$ cat config.mk
export PLATFORM = sky130hd
export DESIGN_NAME = exec_ctrl
export DESIGN_NICKNAME = d
export VERILOG_FILES = /design/src/rtl/exec_ctrl.sv
export SDC_FILE = /design/constraint.sdc
export NUM_CORES = 1
export LEC_CHECK = 0
export ABC_AREA = 1
export CORE_ASPECT_RATIO = 1.75
export CORE_UTILIZATION = 44
export DETAILED_ROUTE_END_ITERATION = 8
export SETUP_SLACK_MARGIN = 0.5
export SLEW_MARGIN = 20
export SYNTH_ARGS = -nofsm -noshare
export SYNTH_HDL_FRONTEND = slang
export SYNTH_SLANG_ARGS = --single-unit
$ cat constraint.sdc
create_clock -name clk2 -period 4.45 [get_ports clk2]
set_clock_uncertainty 0.2 [all_clocks]
set_input_delay 0.89 -clock clk2 [delete_from_list [all_inputs] [get_ports clk2]]
set_output_delay 0.89 -clock clk2 [all_outputs]
set_load 0.02 [all_outputs]
$ cat src/rtl/exec_ctrl.sv
// Instruction sequencer: captures one instruction, reads operands, drives an external ALU, writes back to W or the file.
// Define EXEC_DBG_PORT_EN to add a combinational file read port (dbg_addr/dbg_data).
module exec_ctrl (
`ifdef EXEC_DBG_PORT_EN
    input  logic [3:0]  dbg_addr,
    output logic [7:0]  dbg_data,
`endif
    input  logic        clk2,
    input  logic        reset,
    input  logic        instr_valid,
    output logic        instr_ready,
    input  logic [23:0] instr,
    output logic [3:0]  alu_inst,
    output logic [7:0]  alu_a,
    output logic [7:0]  alu_b,
    output logic [2:0]  alu_bit,
    output logic        alu_we,
    input  logic [7:0]  alu_result,
    input  logic        alu_carry,
    output logic [7:0]  w_reg,
    output logic        flag_z,
    output logic        flag_c,
    output logic        done
);

    // state | meaning
    // IDLE  | waiting for an instruction, instr_ready high
    // READ  | operands latched from W/literal and file[addr]
    // EXEC  | ALU driven, result and carry registered
    // WB    | result written to W or file, flags updated, done pulsed
    typedef enum logic [1:0] {IDLE, READ, EXEC, WB} state_t;

    // Bit n set means op n updates that flag.
    localparam logic [15:0] C_OPS = 16'h810C;
    localparam logic [15:0] Z_OPS = 16'h14FD;

    state_t      state_q, state_d;
    logic [1:0]  rel_sync_q;
    logic        accept;

    logic [3:0]  op_q;
    logic        dest_q;
    logic        lit_sel_q;
    logic [2:0]  bit_q;
    logic [3:0]  addr_q;
    logic [7:0]  lit_q;

    logic [7:0]  a_q, b_q, res_q;
    logic        carry_q;
    logic [7:0]  file_q [16];
    logic [7:0]  wb_val;

    logic        unused_rsvd;
    assign unused_rsvd = ^instr[14:12];

    // Accepts are held off until the release has crossed two flops.
    always_ff @(posedge clk2 or negedge reset) begin
        if (!reset) rel_sync_q <= 2'b00;
        else        rel_sync_q <= {rel_sync_q[0], 1'b1};
    end

    always_ff @(posedge clk2 or negedge reset) begin
        if (!reset) state_q <= IDLE;
        else        state_q <= state_d;
    end

    always_comb begin
        state_d     = state_q;
        instr_ready = 1'b0;
        accept      = 1'b0;
        alu_we      = 1'b0;
        done        = 1'b0;
        alu_inst    = 4'd0;
        alu_a       = 8'h00;
        alu_b       = 8'h00;
        alu_bit     = 3'd0;
        case (state_q)
            IDLE: begin
                instr_ready = rel_sync_q[1] | ~reset;
                accept      = instr_valid & rel_sync_q[1];
                if (accept) state_d = READ;
            end
            READ: state_d = EXEC;
            EXEC: begin
                alu_we   = 1'b1;
                alu_inst = op_q;
                alu_a    = a_q;
                alu_b    = b_q;
                alu_bit  = bit_q;
                state_d  = WB;
            end
            WB: begin
                done    = 1'b1;
                state_d = IDLE;
            end
            default: state_d = IDLE;
        endcase
    end

    always_ff @(posedge clk2 or negedge reset) begin
        if (!reset) begin
            op_q      <= 4'd0;
            dest_q    <= 1'b0;
            lit_sel_q <= 1'b0;
            bit_q     <= 3'd0;
            addr_q    <= 4'd0;
            lit_q     <= 8'h00;
            a_q       <= 8'h00;
            b_q       <= 8'h00;
            res_q     <= 8'h00;
            carry_q   <= 1'b0;
        end else begin
            if (accept) begin
                op_q      <= instr[23:20];
                dest_q    <= instr[19];
                lit_sel_q <= instr[18];
                bit_q     <= instr[17:15];
                addr_q    <= instr[11:8];
                lit_q     <= instr[7:0];
            end
            if (state_q == READ) begin
                a_q <= lit_sel_q ? lit_q : w_reg;
                b_q <= file_q[addr_q];
            end
            if (state_q == EXEC) begin
                res_q   <= alu_result;
                carry_q <= alu_carry;
            end
        end
    end

    // Op 9 is a clear: the ALU output is not trusted for it.
    assign wb_val = (op_q == 4'd9) ? 8'h00 : res_q;

    always_ff @(posedge clk2 or negedge reset) begin
        if (!reset) begin
            w_reg  <= 8'h00;
            flag_z <= 1'b0;
            flag_c <= 1'b0;
            for (int i = 0; i < 16; i++) file_q[i] <= 8'h00;
        end else if (state_q == WB) begin
            if (dest_q) file_q[addr_q] <= wb_val;
            else        w_reg          <= wb_val;
            if (C_OPS[op_q]) flag_c <= carry_q;
            if (Z_OPS[op_q]) flag_z <= (wb_val == 8'h00);
        end
    end

`ifdef EXEC_DBG_PORT_EN
    assign dbg_data = file_q[dbg_addr];
`endif

endmodule

# --- After elaboration in Yosys (flattened, before gate mapping) ---
# Memories as Yosys holds them, arrays and structs flattened.
# Index checks and enable logic that the tools add are counted.
word_totals:
  reg_bits: 188
  output_inout_bits: 36
  elab_cells: 73
  inputBits: 36
  mem_count: 2
  mem_bits_ro: 32
mem_list:
  columns: ["memory", "words", "width", "read_ports", "rd_clocked_by_memory_dff", "wr", "line", "source"]
  rows:
  - ["(no name shown)", 16, 1, 1, 0, 0, "145", "if (Z_OPS[op_q]) flag_z <= (wb_val == 8'h00);"]
  - ["(no name shown)", 16, 1, 1, 0, 0, "144", "if (C_OPS[op_q]) flag_c <= carry_q;"]
classes:
  order_cmp: 3
  n_reduce_logical: 7
  bitwise: 5
  n_eq_ne: 5
  mux: 20
op_table:
  columns: ["cell", "n"]
  rows:
  - ["bitwise mux 128 bit", 1]
  - ["two-way mux 8 bit", 7]
  - ["binary-select mux 8 bit (select 4 bit)", 1]
  - ["demux 8 bit (select 4 bit)", 1]
  - ["zero test 8 bit", 1]
  - ["case mux 2 bit (4 select lines)", 1]
  - ["AND reduction 2 bit", 4]
  - ["two-way mux 1 bit", 6]
  - ["greater-or-equal comparator 5 bit (second input constant)", 1]
  - ["< comparator 4 x 5 -> 1 bit (second input constant)", 1]
  - ["< comparator 5 x 1 -> 1 bit (second input constant)", 1]
  - ["inverter 4 -> 5 bit", 1]
  - ["== test 2 bit (second input constant)", 2]
  - ["== test 4 bit (second input constant)", 1]
  - ["two-way mux 4 bit", 1]
  - ["two-way mux 3 bit", 1]
  - ["== test 2 x 1 -> 1 bit (second input constant)", 1]
  - ["zero test 2 bit", 1]
  - ["two-way mux 2 bit", 1]
  - ["inequality test 2 bit (second input constant)", 1]
  - ["inverter 1 bit", 2]
  - ["bitwise AND 1 bit", 1]
  - ["logical AND 1 bit", 1]
  - ["OR 1 bit", 1]

# --- Depth between registers and ports, before layout ---
# Gate-level depths: netlist (run 1).
logic_depth:
  word_depth: 6
  mapped_depth: 11
  ltp_nobuf: 9

# --- Worst setup path after synthesis (run 1) ---
# No wires, ideal clock.
synth_path:
  path_type: "reg-to-output"
  start: "register state_q[0]"
  end: "output alu_inst[0]"
  stages_incl_launch_ff: 8
  path_slack_ns: 1.591
  n_path_buf: 3
  t_arrival_ns: 1.769
  cell_sequence: "dfrtp_1 inv_1 ha_1 buf_2 buf_1 clkbuf_1 nand2_1 inv_1"
synth_via:
  elab_chain_len: 2
synth_rtl:
  columns: ["item", "line", "source"]
  rows:
  - ["start, declared", "37", "state_t state_q, state_d;"]
  - ["start signal, assigned", "64", "else state_q <= state_d;"]
  - ["== test 2 bit", "77", "case (state_q)"]
  - ["two-way mux 4 bit", "77", null]
  - ["end, declared", "13", "output logic [3:0] alu_inst,"]
# Every way passes these cells.

# --- Worst setup path after layout (run 1) ---
layout_path:
  start: "register state_q[0]"
  end: "output alu_a[7]"
layout_via:
  elab_chain_len: 2
layout_rtl:
  columns: ["item", "line", "source"]
  rows:
  - ["== test 2 bit", "77", null]
  - ["two-way mux 8 bit", "77", null]
  - ["end, declared", "14", "output logic [7:0] alu_a,"]
# Every way passes these cells.

==> results of run 1 <==
==> power by group <==
group / switching, mW / total (mW) / internal, mW
sequential: 0.398 / 2.82 / 2.42
combinational: 1.97 / 3.05 / 1.09
clock: 0.654 / 1.54 / 0.887
==> worst max-delay path by stage <==
stage | endpoint | slack (ns) | depth (start not counted)
5_1_grt | alu_b[5] | 0.85 | 5
3_3_place_gp | alu_b[3] | 1.24 | 5
4_1_cts | alu_b[6] | 0.72 | 5
2_1_floorplan | alu_inst[0] | 1.59 | 7
3_5_place_dp | alu_b[6] | 1.20 | 5
6_report | alu_a[7] | 1.09 | 5
==> metal layers <==
layer	up-vias	GRT usage, %
li1	3543	-
met1	3294	27.7
met2	102	39.2
met3	20	4.24
met4	0	6.87
met5	-	0
==> placed cells by master, fill, tap and decap left out, types with 3 or more instances in the layout <==
master | synthesis | routed
inv_1 | 85 | 85
clkbuf_8 | 0 | 5
inv_2 | 5 | 5
o21ai_1 | 4 | 4
clkdlybuf4s50_1 | 0 | 67
nand3_4 | 3 | 3
buf_4 | 9 | 12
mux2_2 | 20 | 20
a21oi_1 | 57 | 57
ha_1 | 5 | 3
clkinvlp_4 | 0 | 5
o21a_1 | 32 | 32
clkbuf_16 | 0 | 17
a31oi_1 | 8 | 8
nand3_1 | 15 | 14
nor2_4 | 15 | 15
dfrtp_1 | 188 | 187
o21ai_0 | 68 | 68
nand2_1 | 406 | 406
nor2_1 | 141 | 141
==> critical path, stage by stage (launching register included) <==
cell,delay [ns]
dfrtp_1,0.40
inv_1,0.13
ha_2,0.52
nand2_1,0.11
inv_1,0.07
clkdlybuf4s50_1,0.59
==> kinds of logic after synthesis <==
kind of cell / synth area share, %
multiplexers: 2.53
AO/OA/AOI/OAI: 10.6
other: 0.0421
buffers and inverters: 6.83
adder cells (fa/ha/maj): 0.702
flip-flops: 52.8
AND/OR/NAND/NOR: 26.6
==> final cells by class <==
| class | count | area, µm² |
|---|---|---|
| flip-flops and latches | 188 | 4710 |
| multi-input cells | 779 | 3610 |
| inverters | 91 | 342 |
| clock buffers | 23 | 488 |
| well taps | 245 | 307 |
| repair buffers | 80 | 774 |
| fillers | 1937 | 9480 |
| clock inverters | 9 | 111 |
==> metrics by stage <==
| step | cell area [µm²] | setup slack [ns] | power [mW] | utilization [%] |
|---|---|---|---|---|
| finish | 10300 | 1.09 | 7.42 | 52.2 |
| global route | 10300 | 0.845 | 8.03 | 52.2 |
| CTS | 10300 | 0.722 | 7.51 | 52.1 |
| detailed placement | 9730 | 1.20 | 5.95 | 49.1 |
| global placement | 9730 | 1.24 | 5.89 | 49.1 |
| floorplan | 8920 | 1.59 | 4.90 | - |
==> summary.txt, run 1 <==
CTS
  – TritonCTS buffer count: 17
  – Setup bufs post-CTS: 0
  – Htree depth: 4
  – Clock latency on the worst-skew pair: 0.44 ns
  – CTS resizes: 0
  – CTS tree: built
  – Cts hold-fix bufs: 0
  – Clk buf depth: 2
  – Clk pin slew, worst setup/hold paths: 0.07 ns
  – Clock sink count: 188
  – CTS root buffer: clkbuf_16

Timing
  – Max-Slew Margin vs Limit: 50.8%
  – Slew @ Worst Pin: 0.738 ns
  – Worst Hold Margin: 0.154 ns
  – Final period util: 75.4%
  – Fmax: 0.298 GHz
  – Final setup vio count: 0
  – Period minus WS final: 3.36 ns
  – Unrepaired setup endpoints after global routing: false
  – Final slew viol count: 0
  – Hold Violations, Final: 0
  – Setup TNS: 0 ns

Min path
  – Hold endpoint: rel_sync_q[1]
  – Worst min path class: flop to flop
  – HP Start: rel_sync_q[0]
  – Hold Crit Depth: 0

Route
  – Wl on met1: 9.32 mm
  – WL met3: 612 µm
  – DR iter-0 viols: 434
  – DRT antenna net count: 0
  – Max Used Layer: met4
  – Detailed-route wire length per cell: 15.1 µm
  – Routed vias: 6959
  – DRT Wirelength: 21.4 mm
  – Metal2 WL: 11.0 mm
  – DRT Pass-1 Iters: 5
  – Vias per Instance: 4.92
  – DRC viols: 0

Global route
  – Vias in the first global route: 6701
  – Total track usage: 22.5%
  – Initial antenna violation count: 0
  – GRT overflow: 0
  – Largest net degree at the start of global routing: 58
  – First-pass GRT wire length: 35.0 mm

Place
  – Inst Count DP: 1383
  – Port Buf Inserts: 68
  – Global placement routability congestion: 0.860
  – Hpwl dp: 14.7 mm

Floorplan
  – Ports: 72
  – Die footprint: 0.0209 mm²
  – Die width: 110 µm
  – Starting Density: 45.0%
  – CORE AREA: 0.0198 mm²
  – Core Rows: 68
  – Die height: 190 µm

Synth
  – Syn Inst Count: 1111
  – Syn nets: 1152
  – Post-synth top area cell: dfrtp_1
  – Synth unique cells: 24
  – Synth warn: 0
  – Syn Area/Cell: 8.03 µm²
  – Asr flop ratio synth: 100%
  – Most instantiated cells after synthesis: nand2_1, dfrtp_1, nor2_1, inv_1, o21ai_0
  – Post-synthesis sequential area ratio: 52.8%
  – Post-synth EDFFs: 0
  – Cell Area, Synth: 0.00892 mm²
  – Most used flip-flop cell after synthesis: dfrtp_1
  – Most frequent cell after synthesis: nand2_1
  – Largest cells by area after synthesis: dfrtp_1, nand2_1, nor2_1
  – Synth top area share: 52.8%
  – Yosys reg bits: 188

Run
  – Max cap viols: 0

Worst setup path
  – R2r endpoint: file_q[102]
  – Startpoint Class: flop
  – CP Max Fanout: 27
  – Worst EP arrival: 2.27 ns
  – Reg2reg setup slack: 1.76 ns
  – Critical path class: flop to primary output
  – Critical path origin: state_q[0]
  – Crit end category: primary output
  – R2r startpoint: addr_q[0]
  – CP required: 3.36 ns
  – Reg2Reg Depth: 6

Status
  – Outcome: finished clean

Finish
  – Antenna cells: 0
  – Largest Register: file_q
  – Nets: 1198
  – Number of flip-flops in the largest register: 128
  – Layout cells sized above 1: 7.95%
  – Layout area overhead: 16.0%
  – Final std cells w/o fill: 1415

Pwr
  – Maximum VDD drop: 417 µV
  – LEAKAGE: 4.98 nW
  – PD cells: 717 mW/mm²
No activity file was read; power rests on OpenSTA's default activity.
==> run 2, diff against run 1 <==
--- a/config.mk
+++ b/config.mk
@@ -9,6 +9,7 @@
 export CORE_ASPECT_RATIO = 1.75
 export CORE_UTILIZATION = 44
 export DETAILED_ROUTE_END_ITERATION = 8
+export PLACE_DENSITY = 0.66
 export SETUP_SLACK_MARGIN = 0.5
 export SLEW_MARGIN = 20
 export SYNTH_ARGS = -nofsm -noshare
==> constraint.sdc (replaced) <==
create_clock -name clk2 -period 3 [get_ports clk2]
set_clock_uncertainty 0.2 [all_clocks]
set_input_delay 0.6 -clock clk2 [delete_from_list [all_inputs] [get_ports clk2]]
set_output_delay 0.6 -clock clk2 [all_outputs]
set_load 0.02 [all_outputs]
==> run 2 against run 1 <==
Sequential share of layout area shrank 0.52 points. Wire length decreased by 0.31%. Hold slack worse by 0.012 ns. First-iteration DRC count up 20%. Register-to-register slack got worse by 0.98 ns. Via count is 0.88% higher. Non-clock buffer count increased by 14. Clock power up 51%. Clock-buffer cell count is 4 lower. Critical endpoint is now alu_b[7]. Largest power group unchanged. Highest routed layer unchanged.
==> summary.txt, run 2 (synthesis gave the netlist of run 1 again) <==
Worst setup path
  – CP required: 2.20 ns (was 3.36 ns)
  – Critical path class: flop to primary output (unchanged)
  – Crit end category: primary output (unchanged)
  – Highest cell delay on the worst timing path: 0.41 ns (was 0.59 ns)
  – Worst path buffer plus inverter count: 4 (was 3)
  – Critical Path Slowest Stage Cell: dfrtp_1 (was clkdlybuf4s50_1)
  – Worst path top cell family by delay: buffers and inverters (unchanged)
  – Worst path cell trace: inv_2 > ha_4 > buf_8 > nand2_1 > inv_1 > clkdlybuf4s15_2 (was inv_1 > ha_2 > nand2_1 > inv_1 > clkdlybuf4s50_1)
  – Worst EP arrival: 1.62 ns (was 2.27 ns)
  – Startpoint Class: flop (unchanged)
  – CP Max Fanout: 17 (was 27)

CTS
  – Clk pin slew, worst setup/hold paths: 0.07 ns (about the same)
  – Htree depth: 4 (unchanged)
  – CTS tree: built (unchanged)
  – Clk buf depth: 2 (unchanged)
  – Clock latency on the worst-skew pair: 0.43 ns (was 0.44 ns)
  – Clock sink count: 188 (unchanged)
  – TritonCTS buffer count: 17 (unchanged)
  – CTS root buffer: clkbuf_16 (unchanged)

Pwr
  – Sw Ratio: 40.9% (was 40.7%)
  – Power Total: 11.2 mW (was 7.42 mW)
  – Maximum VDD drop: 599 µV (was 417 µV)
  – Power share of the clock group: 20.7% (was 20.8%)
  – Internal power: 6.63 mW (was 4.40 mW)
  – Comb power frac: 42.0% (was 41.2%)
  – Reg power frac: 37.4% (was 38.0%)
  – PD cells: 1070 mW/mm² (was 717 mW/mm²)
  – LEAKAGE: 5.10 nW (was 4.98 nW)
  – Switching power total: 4.59 mW (was 3.02 mW)

Place
  – Inst Count DP: 1394 (was 1383)
  – Dpl ws: 0.516 ns (was 1.20 ns)
  – Hpwl dp: 15.0 mm (was 14.7 mm)
  – Port Buf Inserts: 68 (unchanged)
  – Global placement routability congestion: 0.913 (was 0.860)

Timing
  – Max-Slew Margin vs Limit: 47.6% (was 50.8%)
  – Worst setup margin: 0.583 ns (was 1.09 ns)
  – Slew @ Worst Pin: 0.785 ns (was 0.738 ns)
  – Unrepaired setup endpoints after global routing: true (was false)
  – Fmax: 0.414 GHz
  – Hold Violations, Final: 0 (unchanged)
  – Period minus WS final: 2.42 ns
  – Final period util: 80.6%
  – Setup TNS: 0 ns (unchanged)
  – Final slew viol count: 0 (unchanged)
  – Final setup vio count: 0 (unchanged)

Global route
  – Vias in the first global route: 6618 (was 6701)
  – Initial antenna violation count: 0 (unchanged)
  – Total track usage: 21.8% (was 22.5%)
  – Largest net degree at the start of global routing: 145 (was 58)
  – GRT overflow: 0 (unchanged)
  – First-pass GRT wire length: 34.4 mm (was 35.0 mm)

Finish
  – Layout cells sized above 1: 11.2% (was 7.95%)
  – Number of flip-flops in the largest register: 128 (unchanged)
  – Commonest non-fill, non-tap cell in the layout: nand2_1 (unchanged)
  – Layout area overhead: 17.3% (was 16.0%)
  – Antenna cells: 0 (unchanged)
  – Nets: 1212 (was 1198)
  – Commonest cells after routing, fill and taps aside: nand2_1, dfrtp_1, nor2_1, inv_1, o21ai_0 (unchanged)
  – Final std cells w/o fill: 1428 (was 1415)
  – Largest Register: file_q (unchanged)

Status
  – Outcome: finished clean (unchanged)

Floorplan
  – Die height: 190 µm (unchanged)
  – Starting Density: 45.0% (unchanged)
  – CORE AREA: 0.0198 mm² (unchanged)
  – Core Rows: 68 (unchanged)
  – Ports: 72 (unchanged)
  – Die width: 110 µm (unchanged)
  – Die footprint: 0.0209 mm² (unchanged)

Route
  – DRT Pass-1 Iters: 5 (unchanged)
  – DRT Wirelength: 21.3 mm (was 21.4 mm)
  – Vias per Instance: 4.92 (about the same)
  – Routed vias: 7020 (was 6959)
  – DRT antenna net count: 0 (unchanged)
  – Detailed-route wire length per cell: 14.9 µm (was 15.1 µm)
  – DR iter-0 viols: 519 (was 434)
  – DRC viols: 0 (unchanged)

Run
  – Max cap viols: 0 (unchanged)

Min path
  – Worst min path class: primary input to asynchronous set/reset pin (was flop to flop)
-- run 2: changes by cell type in the layout (fill, tap and decap cells not counted), moves of 4 or more --
cell	previous run	this run
clkinvlp_4	5	1
buf_2	0	7
inv_6	0	5
buf_4	12	23
clkdlybuf4s15_2	0	16
clkdlybuf4s50_1	67	41
-- run 2: stage by stage --
| stage | instance area, µm² | util, % | hold slack (ns) |
|---|---|---|---|
| detailed placement | 9830 | 49.6 | 0.146 |
| CTS | 10500 | 52.9 | 0.155 |
| floorplan | 8920 | - | 0.104 |
| finish | 10500 | 52.8 | 0.142 |
| global placement | 9830 | 49.6 | 0.135 |
| global route | 10500 | 52.8 | 0.166 |
-- run 2: worst paths after layout --
path / startpoint / endpoint / slack, ns / cells after the start
worst max register to register: state_q[1] / file_q[63] / 0.78 / 7
worst min-delay path: reset / file_q[39] / 0.14 / 2
worst min register to register: rel_sync_q[0] / rel_sync_q[1] / 0.15 / 0
min in group clk2: rel_sync_q[0] / rel_sync_q[1] / 0.15 / 0
worst max-delay path: state_q[0] / alu_b[7] / 0.58 / 6
max in group asynchronous: reset / file_q[80] / 1.83 / 2
-- run 2: timing repair --
| item | 4_1_cts | 5_1_grt |
|---|---|---|
| hold buffers | 0 | 0 |
| resized for setup | 77 | 15 |
| cloned | 0 | 0 |
| setup endpoints to repair | 26 | 30 |
| setup buffers | 2 | 1 |
-- run 2: power by group through the flow --
stage | combinational, mW | sequential (mW) | clock (mW)
5_1_grt | 5.26 | 4.32 | 2.46
3_3_place_gp | 4.64 | 4.20 | 0
4_1_cts | 4.74 | 4.19 | 2.37
6_report | 4.71 | 4.19 | 2.32
3_5_place_dp | 4.73 | 4.23 | 0
2_1_floorplan | 3.17 | 4.10 | 0
-- run 2: final cells by class --
cell class / count / area, µm²
Inverter: 91 / 342
Multi-Input combinational cell: 779 / 3620
Timing Repair Buffer: 94 / 881
Fill cell: 1851 / 9360
Tap cell: 245 / 307
Clock buffer: 19 / 443
Clock inverter: 12 / 160
Sequential cell: 188 / 4710
-- run 2: per-layer routing --
| layer | global-route usage, % | part of all wire (%) | vias up |
|---|---|---|---|
| met5 | 0 | 0 | - |
| met3 | 3.21 | 3.1 | 46 |
| met1 | 26.8 | 42 | 3267 |
| li1 | - | - | 3570 |
| met4 | 11.7 | 5.0 | 0 |
| met2 | 36.3 | 50 | 137 |
==> run 3, diff against run 2 <==
--- a/config.mk
+++ b/config.mk
@@ -9,7 +9,6 @@
 export CORE_ASPECT_RATIO = 1.75
 export CORE_UTILIZATION = 44
 export DETAILED_ROUTE_END_ITERATION = 8
-export PLACE_DENSITY = 0.66
 export SETUP_SLACK_MARGIN = 0.5
 export SLEW_MARGIN = 20
 export SYNTH_ARGS = -nofsm -noshare
==> constraint.sdc (replaced) <==
create_clock -name clk2 -period 2.34 [get_ports clk2]
set_clock_uncertainty 0.2 [all_clocks]
set_input_delay 0.468 -clock clk2 [delete_from_list [all_inputs] [get_ports clk2]]
set_output_delay 0.468 -clock clk2 [all_outputs]
set_load 0.02 [all_outputs]
==> run 3 against run 2 <==
Cell area grew 6.5%. Global-route usage grew 1.5 points. Non-clock buffer count grew 34. Die area is the same. Clock-buffer cell count grew 1. The flow now finishes with violations (negative hold slack).
==> summary.txt, run 3 (synthesis gave the netlist of run 1 again) <==
Pwr
  – PD cells: 1370 mW/mm² (was 1070 mW/mm²)
  – Maximum VDD drop: 673 µV (was 599 µV)
  – Reg power frac: 35.3% (was 37.4%)
  – Switching power total: 6.22 mW (was 4.59 mW)
  – Power share of the clock group: 19.1% (was 20.7%)
  – Sw Ratio: 40.8% (was 40.9%)
  – Comb power frac: 45.7% (was 42.0%)
  – Internal power: 9.02 mW (was 6.63 mW)
  – LEAKAGE: 5.39 nW (was 5.10 nW)

Global route
  – GRT overflow: 0 (unchanged)
  – Vias in the first global route: 7078 (was 6618)
  – Total track usage: 23.3% (was 21.8%)
  – Initial antenna violation count: 0 (unchanged)
  – First-pass GRT wire length: 36.4 mm (was 34.4 mm)
  – Largest net degree at the start of global routing: 126 (was 145)

Finish
  – Commonest cells after routing, fill and taps aside: nand2_1, dfrtp_1, nor2_1, o21ai_0, inv_1 (was nand2_1, dfrtp_1, nor2_1, inv_1, o21ai_0)
  – Layout cells sized above 1: 18.1% (was 11.2%)
  – Final std cells w/o fill: 1462 (was 1428)
  – Antenna cells: 0 (unchanged)
  – Largest Register: file_q (unchanged)
  – Fillers: 1824 (was 1851)
  – Commonest non-fill, non-tap cell in the layout: nand2_1 (unchanged)
  – Final Cell Area: 0.0111 mm² (was 0.0105 mm²)
  – Number of flip-flops in the largest register: 128 (unchanged)
  – Layout area overhead: 24.9% (was 17.3%)
  – Nets: 1246 (was 1212)

Route
  – Metal2 WL: 11.4 mm (was 10.7 mm)
  – DR iter-0 viols: 390 (was 519)
  – Detailed-route wire length per cell: 15.7 µm (was 14.9 µm)
  – Max Used Layer: met4 (unchanged)
  – Vias per Instance: 4.97 (was 4.92)
  – Routed vias: 7268 (was 7020)
  – WL met3: 843 µm (was 658 µm)
  – DRT antenna net count: 0 (unchanged)
  – DRT Pass-1 Iters: 5 (unchanged)
  – DRT Wirelength: 23.0 mm (was 21.3 mm)
  – DRC viols: 0 (unchanged)
  – Wl on met1: 9.57 mm (was 8.89 mm)

Status
  – Outcome: finished, violations left (was finished clean)
  – Violated checks: negative hold slack

Place
  – Dpl cell area: 0.00989 mm² (was 0.00983 mm²)
  – Port Buf Inserts: 68 (unchanged)
  – Global placement routability congestion: 0.893 (was 0.913)
  – Hpwl dp: 15.0 mm (about the same)
  – Inst Count DP: 1397 (was 1394)

CTS
  – CTS root buffer: clkbuf_16 (unchanged)
  – CTS tree: built (unchanged)
  – Clock sink count: 188 (unchanged)
  – Clk pin slew, worst setup/hold paths: 0.07 ns (about the same)
  – TritonCTS buffer count: 17 (unchanged)
  – Clk buf depth: 2 (unchanged)
  – Clock latency on the worst-skew pair: 0.44 ns (was 0.43 ns)
  – Htree depth: 4 (unchanged)

Timing
  – Slew @ Worst Pin: 0.812 ns (was 0.785 ns)
  – Max-Slew Margin vs Limit: 45.9% (was 47.6%)
  – Fmax: 0.458 GHz
  – Worst Hold Margin: -0.0122 ns (was 0.142 ns)
  – Hold Violations, Final: 7 (was 0)
  – Final period util: 93.3%
  – Final setup vio count: 0 (unchanged)
  – Unrepaired setup endpoints after global routing: true (unchanged)
  – Setup TNS: 0 ns (unchanged)
  – Final slew viol count: 0 (unchanged)
  – Period minus WS final: 2.18 ns

Floorplan
  – Die footprint: 0.0209 mm² (unchanged)
  – Core Rows: 68 (unchanged)
  – CORE AREA: 0.0198 mm² (unchanged)
  – Starting Density: 45.0% (unchanged)
  – Die width: 110 µm (unchanged)
  – Ports: 72 (unchanged)
  – Die height: 190 µm (unchanged)

Min path
  – Worst min path class: primary input to asynchronous set/reset pin (unchanged)

Run
  – Max cap viols: 0 (unchanged)

Worst setup path
  – CP required: 1.67 ns (was 2.20 ns)
  – Crit end category: primary output (unchanged)
  – Worst EP arrival: 1.52 ns (was 1.62 ns)
  – Startpoint Class: flop (unchanged)
  – CP Max Fanout: 14 (was 17)
  – Critical path class: flop to primary output (unchanged)
run 3: changes by cell type in the layout (fill, tap and decap cells not counted), moves of 6 or more:
cell / delta
buf_12: +24
nor2_1: -6
inv_2: +19
clkdlybuf4s50_1: -10
nand2_4: +6
inv_1: -22
clkdlybuf4s15_2: -14
buf_4: +30
nand2_1: -11
buf_2: -6
run 3: power groups by stage:
| stage | clock network, mW | logic [mW] | registers, mW |
|---|---|---|---|
| after floorplan | 0 | 4.17 | 5.26 |
| after global placement | 0 | 6.19 | 5.34 |
| after detailed placement | 0 | 6.28 | 5.38 |
| after CTS | 2.96 | 6.54 | 5.34 |
| after global routing | 3.07 | 7.72 | 5.55 |
| final | 2.91 | 6.96 | 5.37 |
run 3: path summary, 6_finish.rpt:
kind                            depth (start not counted)  slack (ns)           from             to
worst max-delay path                                    6        0.16     state_q[0]       alu_b[0]
worst min-delay path                                    2       -0.01          reset     file_q[75]
worst max register to register                         10        0.33     state_q[0]    file_q[107]
worst min register to register                          0        0.15  rel_sync_q[0]  rel_sync_q[1]
max in group asynchronous                               2        1.26          reset      addr_q[1]
min in group clk2                                       0        0.15  rel_sync_q[0]  rel_sync_q[1]
run 3: final cells by class:
class | instances | area, µm² | area share, %
sequential | 188 | 4710 | 42.3
multi-input combinational | 779 | 3750 | 33.6
timing repair buffer | 128 | 1440 | 13.0
clock buffer | 20 | 437 | 3.92
inverter | 91 | 353 | 3.17
tap | 245 | 307 | 2.75
clock inverter | 11 | 146 | 1.31
run 3: metrics by stage:
stage | utilization (%) | power [mW] | setup WS, ns
after detailed placement | 49.9 | 11.7 | 0.0541
after CTS | 55.0 | 14.8 | 0.170
after global routing | 56.2 | 16.3 | 0.0875
after global placement | 49.9 | 11.5 | 0.0892
after floorplan | - | 9.43 | 0.464
final | 56.2 | 15.2 | 0.156
run 3: layer usage:
layer	global-route usage [%]	up-vias
met1	27.4	3434
met2	39.4	141
met3	4.72	56
met5	0	-
li1	-	3637
met4	12.1	0
run 3: worst max-delay path, cell delays in order (launching register included):
cell and delay [ns]:
dfrtp_1 0.40, inv_2 0.11, ha_4 0.18, buf_12 0.14, nand2_1 0.08, inv_2 0.05
buf_4 0.12
run 3: what timing repair did:
| action | in CTS | in global routing |
|---|---|---|
| endpoints found under the setup margin | 177 | 162 |
| hold buffers | 0 | 0 |
| gates resized for setup | 180 | 41 |
| gates cloned | 0 | 3 |
| pin swaps | 15 | 9 |
| setup buffers | 25 | 6 |
